$ cat config.mk
export PLATFORM = sky130hd
export DESIGN_NAME = mem_access_stage
export DESIGN_NICKNAME = d
export VERILOG_FILES = /design/src/rtl/mem_access_stage.sv
export SDC_FILE = /design/constraint.sdc
export NUM_CORES = 1
export LEC_CHECK = 0
export CORE_AREA = 3 3 182 184
export CTS_BUF_LIST = sky130_fd_sc_hd__clkbuf_4 sky130_fd_sc_hd__clkbuf_8 sky130_fd_sc_hd__clkbuf_16
export DETAILED_ROUTE_END_ITERATION = 16
export DIE_AREA = 0 0 185 187
export GPL_TIMING_DRIVEN = 0
export SYNTH_ARGS = -nofsm -noshare
export SYNTH_HDL_FRONTEND = slang
export SYNTH_SLANG_ARGS = --single-unit
$ cat constraint.sdc
create_clock -name clk -period 5.1 [get_ports clk]
set_clock_uncertainty 0.05 [all_clocks]
set_input_delay 0.51 -clock clk [delete_from_list [all_inputs] [get_ports clk]]
set_output_delay 0.51 -clock clk [all_outputs]
set_load 0.01 [all_outputs]
$ cat src/rtl/mem_access_stage.sv
// MEM stage of the pipelined RISC-V core: issues loads/stores over a req/ack port,
// resolves branch pc_src, and registers the MEM/WB bundle while stalling upstream during accesses.
module mem_access_stage #(
    parameter int CONTROL_LINE     = 5,
    parameter int DATA_LEN         = 64,
    parameter int INSTRUCTION_PART = 5,
    parameter int TIMEOUT_CYCLES   = 16
) (
    input  logic                        clk,
    input  logic                        rst,
    input  logic                        in_valid,
    input  logic [CONTROL_LINE-1:0]     control_in,
    input  logic                        zero_in,
    input  logic [DATA_LEN-1:0]         alu_val,
    input  logic [DATA_LEN-1:0]         wr_addr,
    input  logic [INSTRUCTION_PART-1:0] instruction_part,
    output logic                        stall,
    output logic                        pc_src,
    output logic                        dmem_req,
    output logic                        dmem_we,
    output logic [DATA_LEN-1:0]         dmem_addr,
    output logic [DATA_LEN-1:0]         dmem_wdata,
    input  logic                        dmem_ack,
    input  logic [DATA_LEN-1:0]         dmem_rdata,
    output logic                        wb_valid,
    output logic                        wb_reg_write,
    output logic                        wb_mem_to_reg,
    output logic [INSTRUCTION_PART-1:0] wb_rd,
    output logic [DATA_LEN-1:0]         wb_alu_val,
    output logic [DATA_LEN-1:0]         wb_mem_data,
    output logic                        mem_err,
    output logic [0:0]                  dbg_state
);

    localparam logic [0:0] ST_IDLE = 1'b0;
    localparam logic [0:0] ST_REQ  = 1'b1;

    localparam int CW = (TIMEOUT_CYCLES > 2) ? $clog2(TIMEOUT_CYCLES) : 1;
    localparam logic [CW-1:0] CNT_LAST = CW'(TIMEOUT_CYCLES - 1);

    // Handshake: dmem_req stays high with stable we/addr/wdata until the cycle dmem_ack is seen;
    // dmem_rdata is only sampled in that ack cycle, and acks outside a request are ignored.

    logic [0:0]                  state_q, state_d;
    logic [CW-1:0]               cnt_q, cnt_d;
    logic                        h_we_q, h_we_d;
    logic [DATA_LEN-1:0]         h_addr_q, h_addr_d;
    logic [DATA_LEN-1:0]         h_wdata_q, h_wdata_d;
    logic                        h_reg_write_q, h_reg_write_d;
    logic                        h_mem_to_reg_q, h_mem_to_reg_d;
    logic [INSTRUCTION_PART-1:0] h_rd_q, h_rd_d;
    logic                        wb_valid_q, wb_valid_d;
    logic                        wb_reg_write_q, wb_reg_write_d;
    logic                        wb_mem_to_reg_q, wb_mem_to_reg_d;
    logic [INSTRUCTION_PART-1:0] wb_rd_q, wb_rd_d;
    logic [DATA_LEN-1:0]         wb_alu_val_q, wb_alu_val_d;
    logic [DATA_LEN-1:0]         wb_mem_data_q, wb_mem_data_d;
    logic                        err_q, err_d;

    logic is_mem;
    logic aligned;

    assign is_mem  = control_in[0] | control_in[1];
    assign aligned = (alu_val[2:0] == 3'b000);

    always_comb begin
        state_d         = state_q;
        cnt_d           = cnt_q;
        h_we_d          = h_we_q;
        h_addr_d        = h_addr_q;
        h_wdata_d       = h_wdata_q;
        h_reg_write_d   = h_reg_write_q;
        h_mem_to_reg_d  = h_mem_to_reg_q;
        h_rd_d          = h_rd_q;
        wb_valid_d      = 1'b0;
        wb_reg_write_d  = wb_reg_write_q;
        wb_mem_to_reg_d = wb_mem_to_reg_q;
        wb_rd_d         = wb_rd_q;
        wb_alu_val_d    = wb_alu_val_q;
        wb_mem_data_d   = wb_mem_data_q;
        err_d           = err_q;

        case (state_q)
            ST_IDLE: begin
                if (in_valid) begin
                    if (!is_mem) begin
                        wb_valid_d      = 1'b1;
                        wb_reg_write_d  = control_in[2];
                        wb_mem_to_reg_d = control_in[3];
                        wb_rd_d         = instruction_part;
                        wb_alu_val_d    = alu_val;
                        wb_mem_data_d   = '0;
                    end else if (!aligned) begin
                        // Misaligned access never reaches memory; retire it without a register write.
                        err_d           = 1'b1;
                        wb_valid_d      = 1'b1;
                        wb_reg_write_d  = 1'b0;
                        wb_mem_to_reg_d = control_in[3];
                        wb_rd_d         = instruction_part;
                        wb_alu_val_d    = alu_val;
                        wb_mem_data_d   = '0;
                    end else begin
                        state_d        = ST_REQ;
                        cnt_d          = '0;
                        h_we_d         = control_in[1];
                        h_addr_d       = alu_val;
                        h_wdata_d      = wr_addr;
                        h_reg_write_d  = control_in[2];
                        h_mem_to_reg_d = control_in[3];
                        h_rd_d         = instruction_part;
                    end
                end
            end
            ST_REQ: begin
                if (dmem_ack) begin
                    state_d         = ST_IDLE;
                    wb_valid_d      = 1'b1;
                    wb_reg_write_d  = h_reg_write_q;
                    wb_mem_to_reg_d = h_mem_to_reg_q;
                    wb_rd_d         = h_rd_q;
                    wb_alu_val_d    = h_addr_q;
                    wb_mem_data_d   = h_we_q ? '0 : dmem_rdata;
                end else if (cnt_q == CNT_LAST) begin
                    state_d         = ST_IDLE;
                    err_d           = 1'b1;
                    wb_valid_d      = 1'b1;
                    wb_reg_write_d  = 1'b0;
                    wb_mem_to_reg_d = h_mem_to_reg_q;
                    wb_rd_d         = h_rd_q;
                    wb_alu_val_d    = h_addr_q;
                    wb_mem_data_d   = '0;
                end else begin
                    cnt_d = cnt_q + 1'b1;
                end
            end
        endcase
    end

    always_ff @(posedge clk) begin
        if (rst) begin
            state_q         <= ST_IDLE;
            cnt_q           <= '0;
            h_we_q          <= 1'b0;
            h_addr_q        <= '0;
            h_wdata_q       <= '0;
            h_reg_write_q   <= 1'b0;
            h_mem_to_reg_q  <= 1'b0;
            h_rd_q          <= '0;
            wb_valid_q      <= 1'b0;
            wb_reg_write_q  <= 1'b0;
            wb_mem_to_reg_q <= 1'b0;
            wb_rd_q         <= '0;
            wb_alu_val_q    <= '0;
            wb_mem_data_q   <= '0;
            err_q           <= 1'b0;
        end else begin
            state_q         <= state_d;
            cnt_q           <= cnt_d;
            h_we_q          <= h_we_d;
            h_addr_q        <= h_addr_d;
            h_wdata_q       <= h_wdata_d;
            h_reg_write_q   <= h_reg_write_d;
            h_mem_to_reg_q  <= h_mem_to_reg_d;
            h_rd_q          <= h_rd_d;
            wb_valid_q      <= wb_valid_d;
            wb_reg_write_q  <= wb_reg_write_d;
            wb_mem_to_reg_q <= wb_mem_to_reg_d;
            wb_rd_q         <= wb_rd_d;
            wb_alu_val_q    <= wb_alu_val_d;
            wb_mem_data_q   <= wb_mem_data_d;
            err_q           <= err_d;
        end
    end

    assign stall         = (state_q == ST_REQ);
    assign dmem_req      = (state_q == ST_REQ);
    assign dmem_we       = h_we_q;
    assign dmem_addr     = h_addr_q;
    assign dmem_wdata    = h_wdata_q;
    assign pc_src        = in_valid & control_in[4] & zero_in & (state_q == ST_IDLE);
    assign wb_valid      = wb_valid_q;
    assign wb_reg_write  = wb_reg_write_q;
    assign wb_mem_to_reg = wb_mem_to_reg_q;
    assign wb_rd         = wb_rd_q;
    assign wb_alu_val    = wb_alu_val_q;
    assign wb_mem_data   = wb_mem_data_q;
    assign mem_err       = err_q;
    assign dbg_state     = state_q;

endmodule

==> results.json <==
{
  "cts.sinks": 278,
  "ys_warn_count": 0,
  "startpoint_type": "input pin",
  "grt_pass1_wl_um": 60800,
  "swShare_pct": 22.8,
  "fillers": 2955,
  "fin_crit_ns": 2.65,
  "h-tree-depth": 1,
  "port_buffers": 475,
  "drv_slew": 0,
  "synth_flop_cell": "dfxtp_1",
  "drt-pass1-iter-count": 5,
  "p_sw_w": 0.00121,
  "r2r.worst_path.cells": 6,
  "multiInputGateArea_um2": 3730,
  "setup_viol": 0,
  "die_area_um2": 34600,
  "synthArstFlopShare_pct": 0,
  "synth_top_area_share_pct": 55.6,
  "synth_nets": 1310,
  "ys_ff_latch": 278,
  "clockBufferDepth": 3,
  "dp_hpwl_um": 31200,
  "rsz0062_at_grt": "no",
  "power.share.clock_pct": 45.6,
  "cts.clk_slew.worst_paths_ns": 0.06,
  "cts_hold_buf": 0,
  "die_w_um": 185,
  "vias_per_cell": 4.88,
  "grt_pass1_vias": 9879,
  "area_delta_synth_final_pct": 63.8,
  "cts-root-buf": "clkbuf_16",
  "cts_made_buffers": 31,
  "cap_violations": 0,
  "postCtsSetupBuffers": 0,
  "outcome": "completed",
  "cts_tree": "built",
  "synth_top_cell_by_area": "dfxtp_1",
  "drtIter0Drc": 394,
  "grt_max_degree": 15,
  "relSlewSlack_pct": 47.2,
  "route.antenna.remaining_nets": 0,
  "worstPathArrival_ns": 2.09,
  "hold-path-cell-count": 2,
  "drive_gt1_share_pct": 10.8,
  "fmax_mhz": 378,
  "die_h_um": 187,
  "ys_seq_area_share_pct": 55.6,
  "fp-row-count": 65,
  "synth_cell_types": 34,
  "p_leak_nw": 6.15,
  "crit_type": "in -> out",
  "wl_um": 41300,
  "power_frac_comb_pct": 11.4,
  "synth_edf_count": 0,
  "final_common_cell": "clkdlybuf4s50_1",
  "pin_count": 477,
  "total_power_w": 0.00531,
  "grt-ovfl-total": 0,
  "core_um2": 31600,
  "nets": 1818,
  "final_cell_mix": "475 x clkdlybuf4s50_1, 278 x dfxtp_1, 271 x nand2_1",
  "wl_per_cell_um": 20.3,
  "start_util_pct": 31.7,
  "gp_congestion": 0.801,
  "worst_pin_slew_ns": 0.792,
  "cp-end-kind": "output port",
  "dr_total_vias": 9949,
  "tns_ns": 0,
  "syn_inst": 1102,
  "period_share_pct": 51.9,
  "worst_hold_path_type": "reg -> reg",
  "regArea_um2": 5570,
  "internal-power_w": 0.00410,
  "grtUsageTotal_pct": 22.6,
  "power_density_nw_per_um2": 324,
  "ys_top_cells_by_area": "dfxtp_1 56%, a21oi_1 11%, nand2_1 10%",
  "cts_resized": 0,
  "antenna_found_initial": 5,
  "drcViolationCount": 0,
  "seqPwrFrac_pct": 43.0,
  "clk_latency_ns": 0.56,
  "post_synth.cell_area_avg_um2": 9.08,
  "syn_area_um2": 10000,
  "cp_data_required_time_ns": 4.54,
  "peakVddDrop_mv": 0.243,
  "hold_viol_final": 0,
  "crit_fanout": 4
}
[logic make-up after synthesis]
logic type / after synthesis / synth area share [%]
simple gates: 304 / 12.2
flops: 278 / 55.6
fa+ha+maj: 1 / 0.125
compound gates: 356 / 25.0
buf+inv: 163 / 7.09
[routing by layer]
metal  routed length (µm)  up-vias  global-route usage (%)
li1                     -     4831                       -
met1                15600     4643                    25.1
met2                20400      415                    40.5
met3                 4220       60                    8.30
met4                 1060        0                    5.92
met5                    0        -                       0
[worst max-delay path, cell delays in order]
cell and delay (ns):
clkdlybuf4s50_1 0.54, nor2b_1 0.23, and3_1 0.19, clkdlybuf4s50_1 0.61
[Yosys cell counts (3+ instances only)]
library cell / count
nand3_1: 6
a31oi_1: 3
a22o_1: 64
inv_1: 71
nand2b_1: 3
o221a_2: 67
nor3_1: 5
and3_1: 3
clkbuf_1: 41
buf_4: 8
nand2_1: 271
buf_1: 4
dfxtp_1: 278
nor2_1: 4
buf_6: 3
buf_2: 36
a21oi_1: 210
nor3b_1: 3
[layout make-up]
cell class	instances	area share (%)
multi-input combinational	661	22.8
tap	402	3.07
inverter	71	1.63
buffer	92	2.70
sequential	278	34.0
timing repair buffer	475	29.0
antenna	3	0.0458
clock inverter	9	1.06
clock buffer	47	5.74
[power by group through the flow]
stage | Clock [W] | Combinational [W] | Sequential [W]
2_1_floorplan | 0 | 0.000186 | 0.00236
3_3_place_gp | 0 | 0.000607 | 0.00233
3_5_place_dp | 0 | 0.000609 | 0.00233
4_1_cts | 0.00248 | 0.000612 | 0.00228
5_1_grt | 0.00257 | 0.000649 | 0.00229
6_report | 0.00242 | 0.000606 | 0.00228
[worst paths after layout]
kind                   from        endpoint  slack (ns)
min reg2reg  dmem_wdata[39]  dmem_wdata[39]        0.40
max                in_valid          pc_src        2.45
max reg2reg       dbg_state  wb_alu_val[28]        2.87
min          dmem_wdata[39]  dmem_wdata[39]        0.40
[metrics by stage]
step           hold slack (ns)  setup WS, ns  utilization [%]  cell area, µm²  cells
5_1_grt                  0.421          2.39             51.9           16400   2038
3_3_place_gp             0.391          2.36             48.4           15300   1979
6_report                 0.400          2.45             51.9           16400   2038
4_1_cts                  0.404          2.45             51.9           16400   2035
2_1_floorplan            0.382          3.32                -           10000   1102
3_5_place_dp             0.395          2.38             48.4           15300   1979
(Power assumes the default switching activity.)
